`src/rtl/sd_clk_gen_if.sv`:
```
// ---------------------------------------------------------------------------
// sd_clk_gen_if
// Bundles the control and status signals between an SD bus master and its
// SD clock generator. clk and reset stay outside as plain ports.
//
// Signals:
//   div          requested half-period divider (half-period = div+1 clk)
//   div_load     one-cycle pulse, captures div as the pending divider
//   enable       continuous clock request
//   pause        flow-control hold, parks the clock low
//   burst_start  one-cycle pulse, starts a counted burst
//   burst_len    number of rising edges in the burst
//   sdio_clk     registered SD clock to the pad
//   rise_stb     one-cycle strobe, first cycle sdio_clk reads 1
//   fall_stb     one-cycle strobe, first cycle sdio_clk reads 0
//   running      generator is not stopped
//   div_active   divider currently in use
//   burst_busy   burst in progress
//   burst_done   one-cycle pulse when the burst completes
//
// Modports: master drives the requests, slave is the clock generator.
// ---------------------------------------------------------------------------
interface sd_clk_gen_if #(
    parameter int DIV_WIDTH = 8,
    parameter int CNT_WIDTH = 8
);
    logic [DIV_WIDTH-1:0] div;
    logic                 div_load;
    logic                 enable;
    logic                 pause;
    logic                 burst_start;
    logic [CNT_WIDTH-1:0] burst_len;
    logic                 sdio_clk;
    logic                 rise_stb;
    logic                 fall_stb;
    logic                 running;
    logic [DIV_WIDTH-1:0] div_active;
    logic                 burst_busy;
    logic                 burst_done;

    modport master (
        output div, div_load, enable, pause, burst_start, burst_len,
        input  sdio_clk, rise_stb, fall_stb, running, div_active,
               burst_busy, burst_done
    );

    modport slave (
        input  div, div_load, enable, pause, burst_start, burst_len,
        output sdio_clk, rise_stb, fall_stb, running, div_active,
               burst_busy, burst_done
    );
endinterface

```
`src/rtl/sd_clk_gen.sv`:
```
// ---------------------------------------------------------------------------
// sd_clk_gen
// Runtime-programmable SD bus clock generator running from the SDIO base
// clock. Produces a registered SD clock with glitch-free divider switching,
// stop-low gating (enable/pause), a counted burst mode for card init, and
// rise/fall strobes for the command and data engines.
//
// Ports:
//   clk    SDIO base clock
//   reset  synchronous, active-low reset
//   bus    sd_clk_gen_if.slave (requests in, clock and status out)
// ---------------------------------------------------------------------------
module sd_clk_gen #(
    parameter int DIV_WIDTH = 8,
    parameter int RESET_DIV = 62,
    parameter int CNT_WIDTH = 8
) (
    input  logic          clk,
    input  logic          reset,
    sd_clk_gen_if.slave   bus
);
    typedef enum logic [1:0] {STOPPED, RUN_LOW, RUN_HIGH} state_t;

    localparam logic [DIV_WIDTH-1:0] RESET_DIV_V = DIV_WIDTH'(RESET_DIV);

    state_t               state;
    logic [DIV_WIDTH-1:0] cnt;
    logic [DIV_WIDTH-1:0] div_active;
    logic [DIV_WIDTH-1:0] pending;
    logic                 pending_valid;
    logic [CNT_WIDTH-1:0] remaining;
    logic                 last_rise;
    logic                 sdio_clk;
    logic                 rise_stb;
    logic                 fall_stb;
    logic                 running;
    logic                 burst_busy;
    logic                 burst_done;

    logic                 run_cond;
    logic                 phase_end;
    logic                 apply_now;

    // A pending burst count keeps the clock alive even without enable;
    // pause always wins.
    assign run_cond  = ~bus.pause & (bus.enable | (remaining != '0));
    assign phase_end = (state != STOPPED) && (cnt == div_active);

    // The divider only changes on a falling edge or while stopped, so a
    // half-phase is always timed by a single divider value.
    assign apply_now = pending_valid &&
                       ((state == STOPPED) || (state == RUN_HIGH && phase_end));

    always_ff @(posedge clk) begin
        if (!reset) begin
            state         <= STOPPED;
            cnt           <= '0;
            div_active    <= RESET_DIV_V;
            pending       <= RESET_DIV_V;
            pending_valid <= 1'b0;
            remaining     <= '0;
            last_rise     <= 1'b0;
            sdio_clk      <= 1'b0;
            rise_stb      <= 1'b0;
            fall_stb      <= 1'b0;
            running       <= 1'b0;
            burst_busy    <= 1'b0;
            burst_done    <= 1'b0;
        end else begin
            rise_stb   <= 1'b0;
            fall_stb   <= 1'b0;
            burst_done <= 1'b0;

            case (state)
                STOPPED: begin
                    sdio_clk <= 1'b0;
                    cnt      <= '0;
                    if (run_cond) begin
                        state   <= RUN_LOW;
                        running <= 1'b1;
                    end
                end
                RUN_LOW: begin
                    if (phase_end) begin
                        cnt <= '0;
                        if (run_cond) begin
                            sdio_clk <= 1'b1;
                            rise_stb <= 1'b1;
                            state    <= RUN_HIGH;
                            // Enable-driven rises leave a zero count alone.
                            if (remaining != '0) begin
                                remaining <= remaining - CNT_WIDTH'(1);
                                if (remaining == CNT_WIDTH'(1))
                                    last_rise <= 1'b1;
                            end
                        end else begin
                            state   <= STOPPED;
                            running <= 1'b0;
                        end
                    end else begin
                        cnt <= cnt + DIV_WIDTH'(1);
                    end
                end
                RUN_HIGH: begin
                    // High phases always run to completion; only reset cuts them.
                    if (phase_end) begin
                        sdio_clk <= 1'b0;
                        fall_stb <= 1'b1;
                        cnt      <= '0;
                        if (last_rise) begin
                            burst_done <= 1'b1;
                            burst_busy <= 1'b0;
                            last_rise  <= 1'b0;
                        end
                        if (run_cond) begin
                            state <= RUN_LOW;
                        end else begin
                            state   <= STOPPED;
                            running <= 1'b0;
                        end
                    end else begin
                        cnt <= cnt + DIV_WIDTH'(1);
                    end
                end
                default: begin
                    state    <= STOPPED;
                    running  <= 1'b0;
                    sdio_clk <= 1'b0;
                    cnt      <= '0;
                end
            endcase

            // A load coinciding with an apply parks the new value for the
            // next opportunity while the older pending value goes live.
            if (apply_now)
                div_active <= pending;
            if (bus.div_load) begin
                pending       <= bus.div;
                pending_valid <= 1'b1;
            end else if (apply_now) begin
                pending_valid <= 1'b0;
            end

            // Remaining is always zero when not busy, so this never races
            // with the decrement above. A zero-length burst just reports done.
            if (bus.burst_start && !burst_busy) begin
                remaining <= bus.burst_len;
                if (bus.burst_len == '0)
                    burst_done <= 1'b1;
                else
                    burst_busy <= 1'b1;
            end
        end
    end

    assign bus.sdio_clk   = sdio_clk;
    assign bus.rise_stb   = rise_stb;
    assign bus.fall_stb   = fall_stb;
    assign bus.running    = running;
    assign bus.div_active = div_active;
    assign bus.burst_busy = burst_busy;
    assign bus.burst_done = burst_done;
endmodule

```
`src/flat_wrapper.sv`:
```
// flat-port wrapper written by rule: the top's interface ports become plain ports
module sd_clk_gen_flat 
#(
    parameter int DIV_WIDTH = 8,
    parameter int RESET_DIV = 62,
    parameter int CNT_WIDTH = 8
)
  (clk, reset, bus_div, bus_div_load, bus_enable, bus_pause, bus_burst_start, bus_burst_len, bus_sdio_clk, bus_rise_stb, bus_fall_stb, bus_running, bus_div_active, bus_burst_busy, bus_burst_done);
  sd_clk_gen_if #(.DIV_WIDTH(DIV_WIDTH), .CNT_WIDTH(CNT_WIDTH)) bus_i ();
  input  logic clk;
  input  logic reset;
  input wire logic [$bits(bus_i.div)-1:0] bus_div;
  input wire logic [$bits(bus_i.div_load)-1:0] bus_div_load;
  input wire logic [$bits(bus_i.enable)-1:0] bus_enable;
  input wire logic [$bits(bus_i.pause)-1:0] bus_pause;
  input wire logic [$bits(bus_i.burst_start)-1:0] bus_burst_start;
  input wire logic [$bits(bus_i.burst_len)-1:0] bus_burst_len;
  output wire logic [$bits(bus_i.sdio_clk)-1:0] bus_sdio_clk;
  output wire logic [$bits(bus_i.rise_stb)-1:0] bus_rise_stb;
  output wire logic [$bits(bus_i.fall_stb)-1:0] bus_fall_stb;
  output wire logic [$bits(bus_i.running)-1:0] bus_running;
  output wire logic [$bits(bus_i.div_active)-1:0] bus_div_active;
  output wire logic [$bits(bus_i.burst_busy)-1:0] bus_burst_busy;
  output wire logic [$bits(bus_i.burst_done)-1:0] bus_burst_done;
  assign bus_i.div = bus_div;
  assign bus_i.div_load = bus_div_load;
  assign bus_i.enable = bus_enable;
  assign bus_i.pause = bus_pause;
  assign bus_i.burst_start = bus_burst_start;
  assign bus_i.burst_len = bus_burst_len;
  assign bus_sdio_clk = bus_i.sdio_clk;
  assign bus_rise_stb = bus_i.rise_stb;
  assign bus_fall_stb = bus_i.fall_stb;
  assign bus_running = bus_i.running;
  assign bus_div_active = bus_i.div_active;
  assign bus_burst_busy = bus_i.burst_busy;
  assign bus_burst_done = bus_i.burst_done;
  sd_clk_gen #(.DIV_WIDTH(DIV_WIDTH), .RESET_DIV(RESET_DIV), .CNT_WIDTH(CNT_WIDTH)) u_core (.clk(clk), .reset(reset), .bus(bus_i));
endmodule
```
`config.mk`:
```
export PLATFORM = sky130hd
export DESIGN_NAME = sd_clk_gen_flat
export DESIGN_NICKNAME = d
export VERILOG_FILES = /design/src/rtl/sd_clk_gen_if.sv /design/src/rtl/sd_clk_gen.sv /design/src/flat_wrapper.sv
export SDC_FILE = /design/constraint.sdc
export NUM_CORES = 1
export LEC_CHECK = 0
export CAP_MARGIN = 20
export CORE_ASPECT_RATIO = 1.1
export CORE_UTILIZATION = 47
export DETAILED_ROUTE_END_ITERATION = 8
export GPL_ROUTABILITY_DRIVEN = 0
export GPL_TIMING_DRIVEN = 1
export PLACE_DENSITY = 0.75
export REMOVE_ABC_BUFFERS = 1
export SYNTH_ARGS = -nofsm -noshare
export SYNTH_HDL_FRONTEND = slang
export SYNTH_SLANG_ARGS = --single-unit
```
`constraint.sdc`:
```
create_clock -name clk -period 2 [get_ports clk]
set_clock_uncertainty 0.2 [all_clocks]
set_input_delay 0.3 -clock clk [delete_from_list [all_inputs] [get_ports clk]]
set_output_delay 0.3 -clock clk [all_outputs]
set_load 0.02 [all_outputs]
```
==> results.py <==
metrics = {
    "grt": {
        "grt_pass1_wl_mm": 9.16,
        "grt_max_degree": 14,
        "grt_overflow": 0,
        "antenna_found_initial": 0,
        "grt_pass1_vias": 2010,
        "grt_util_all_layers_pct": 25.0,
    },
    "clock_tree": {
        "clock_sink_count": 42,
        "cts_tree": "built",
        "clkTransAtPathRegs_ps": 80,
        "hold_buffers": 0,
        "cts_made_buffers": 5,
        "cts_root_buffer": "clkbuf_8",
        "h-tree-depth": 2,
        "clk_path_buf_depth": 2,
        "clk_latency_ps": 300,
    },
    "layout": {
        "fin_cells": 374,
        "syn2layout_area_growth_pct": 48.5,
        "postLayoutCellArea_mm2": 0.00312,
        "finalNetCount": 348,
        "drive_above_1_share_pct": 30.3,
        "fin_util_pct": 72.9,
        "num_antenna_cells": 0,
    },
    "synthesis": {
        "ys_warn_count": 0,
        "netlist_instances": 236,
        "syn-cell-area_mm2": 0.00210,
        "avgSynthCellArea_um2": 8.91,
        "async_flop_share_pct": 0,
        "seq_area_frac_synth_pct": 40.0,
        "synth_top_flop_cell": "dfxtp_1",
        "synth_edf_count": 0,
        "ys_seq_elements": 42,
        "synth_cell_types": 47,
    },
    "detailed_routing": {
        "finalWirelength_mm": 5.81,
        "wire_per_inst_um": 15.5,
        "drtIter0Drc": 154,
        "drt-pass1-iter-count": 4,
        "drc": 0,
        "dr_total_vias": 2131,
        "avgViaCountPerCell": 5.70,
        "drt.antenna.violating_nets": 0,
    },
    "worst_setup_path": {
        "critPathSlowestCell": "or4_4",
        "worstReg2RegEnd": "u_core.remaining[3]$_SDFFE_PN0P_",
        "path_cells": "or4_4 -> nor4b_4 -> or3b_4 -> nor4_2 -> or3_1",
        "path_class": "reg2reg",
        "slowest_delay_ps": 550,
        "cp_max_fo": 5,
        "required_ps": 1970,
        "rr_startpoint": "u_core.remaining[3]$_SDFFE_PN0P_",
        "cp-start-kind": "register",
        "startpoint": "u_core.remaining[3]$_SDFFE_PN0P_",
        "endpoint": "u_core.remaining[3]$_SDFFE_PN0P_",
        "cp_num_buf_inv": 0,
        "crit_cells": 5,
        "critPathTopFamily": "simple AND/OR/NAND/NOR gates",
        "reg2regPathDepth": 5,
        "cp-end-kind": "register",
        "reg2reg_slack_ps": -110,
        "arrival_ps": 2090,
    },
    "placement": {
        "io_buffers": 35,
        "placedCellCount": 359,
        "dp_hpwl_mm": 3.90,
        "post_dp_cell_area_mm2": 0.00280,
    },
    "pwr": {
        "peakVddDrop_mv": 0.391,
        "powerDensity_mw_per_mm2": 636,
        "p_leak_nw": 1.28,
        "finalPower_mw": 1.99,
    },
    "floorplan": {
        "boundaryPins": 36,
        "rows": 25,
        "start_util_pct": 49.1,
        "dieArea_mm2": 0.00475,
        "die_w_um": 65.8,
        "die-height_um": 72.2,
        "core_mm2": 0.00429,
    },
    "sta": {
        "rsz0062_at_grt": "yes",
        "finalSetupTns_ps": -462,
        "worst_pin_slew_ps": 428,
        "finalCritPeriodShare_pct": 106,
        "min_period_ps": 2110,
        "timing.final.ws_setup_ps": -113,
        "setup_viol_count_final": 7,
        "slew_headroom_pct": 71.2,
        "slew_viol_final": 0,
        "final-hold-violation-count": 0,
        "clock.fmax_mhz": 473,
    },
    "min_path": {
        "min_from": "u_core.pending[5]$_SDFFE_PN1P_",
        "hp-class": "reg2reg",
    },
    "outcome": {
        "violations": "setup timing",
        "status": "finished with violations",
    },
    "job": {
        "cap_violations": 0,
    },
}
cell usage in the layout, fill, tap and decap left out, types with 2 or more instances in the layout:
master / instances
a211oi_1: 3
a21oi_1: 3
a31oi_1: 4
and3_1: 4
and3_4: 3
buf_4: 45
buf_6: 5
clkbuf_8: 5
clkdlybuf4s50_1: 35
dfxtp_1: 36
dfxtp_2: 6
ha_1: 6
inv_1: 7
inv_2: 2
mux2i_1: 16
nand2_1: 21
nand3_1: 16
nand3_2: 4
nand4_1: 4
nor2_1: 24
nor4_1: 5
nor4_2: 3
o21ai_0: 7
o22ai_2: 2
o31ai_1: 2
o31ai_2: 2
or3_1: 2
xnor2_1: 3
xor2_1: 11
cells in the mapped netlist (4+ instances only):
library cell	instances	area (um2)
mux2i_1	16	160
inv_1	9	33.8
xor2_1	11	96.3
and3_1	6	37.5
a21oi_1	4	20.0
dfxtp_1	42	841
nor2_1	25	93.8
nand4_1	4	25.0
o31ai_1	4	30.0
nor4_1	7	43.8
o21ai_0	9	45.0
clkbuf_1	8	30.0
a31oi_1	4	25.0
ha_1	7	87.6
nand3_1	20	100
nand2_1	21	78.8
report_power, final:
part | total [mW] | switching, mW | internal, mW
clock network | 0.548 | 0.302 | 0.247
registers | 0.921 | 0.0385 | 0.882
logic | 0.516 | 0.256 | 0.260
worst register-to-register path, delay by kind of cell (launching register included):
kind | cells | cell delay [ps]
DFF | 1 | 320
and+or+nand+nor | 5 | 1460
what timing repair did:
| action | in CTS | in global routing |
|---|---|---|
| resized for setup | 21 | 20 |
| setup buffers | 3 | 4 |
| endpoints found under the hold margin | 0 | 0 |
| setup endpoints to repair | 16 | 32 |
| pin swaps | 15 | 16 |
registers in the layout (all words and copies together) (netlist names):
| register | flops |
|---|---|
| u_core.bus.burst_busy | 1 |
| u_core.bus.burst_done | 1 |
| u_core.bus.div_active | 8 |
| u_core.bus.fall_stb | 1 |
| u_core.bus.rise_stb | 1 |
| u_core.bus.running | 1 |
| u_core.bus.sdio_clk | 1 |
| u_core.cnt | 8 |
| u_core.last_rise | 1 |
| u_core.pending | 8 |
| u_core.pending_valid | 1 |
| u_core.remaining | 8 |
| u_core.state | 2 |
worst min path at each step:
stage	cells after the start	slack, ps	to
floorplan	1	160	u_core.bus.div_active[1]$_SDFFE_PN1P_
global placement	2	250	u_core.bus.div_active[1]$_SDFFE_PN1P_
detailed placement	2	260	u_core.pending[2]$_SDFFE_PN1P_
CTS	2	280	u_core.bus.div_active[4]$_SDFFE_PN1P_
global route	2	300	u_core.bus.div_active[4]$_SDFFE_PN1P_
finish	2	280	u_core.bus.div_active[5]$_SDFFE_PN1P_
logic make-up (layout without fill, tap and decap cells):
group	Yosys count	in the layout	synth area share, %
AOI/OAI and AO/OA	38	38	13.0
xor gates and xnor gates	14	14	5.83
adders and majority gates	7	7	4.16
buffers and inverters	20	104	4.22
DFF	42	42	40.0
muxes	16	16	7.61
and+or+nand+nor	99	99	25.2
area by class of cell:
class | instances | area, um2
multi-input cells | 174 | 1310
fillers | 284 | 1160
flip-flops and latches | 42 | 848
repair buffers | 87 | 779
clock buffers | 6 | 72.6
well taps | 54 | 67.6
inverters | 9 | 33.8
clock inverters | 2 | 13.8
metrics by stage:
step	hold WS, ps	worst slack, ps
finish	278	-113
global placement	253	-168
CTS	283	-42.3
global route	297	-169
detailed placement	263	-225
floorplan	162	-159
per-layer routing:
metal	global-route usage [%]	up-vias	part of all wire, %
li1	-	1018	-
met1	32.8	1032	45
met2	40.7	71	50
met3	4.56	10	3.7
met4	8.70	0	1.8
met5	0	-	0
Note: power is estimated with default switching activity, not from simulation.
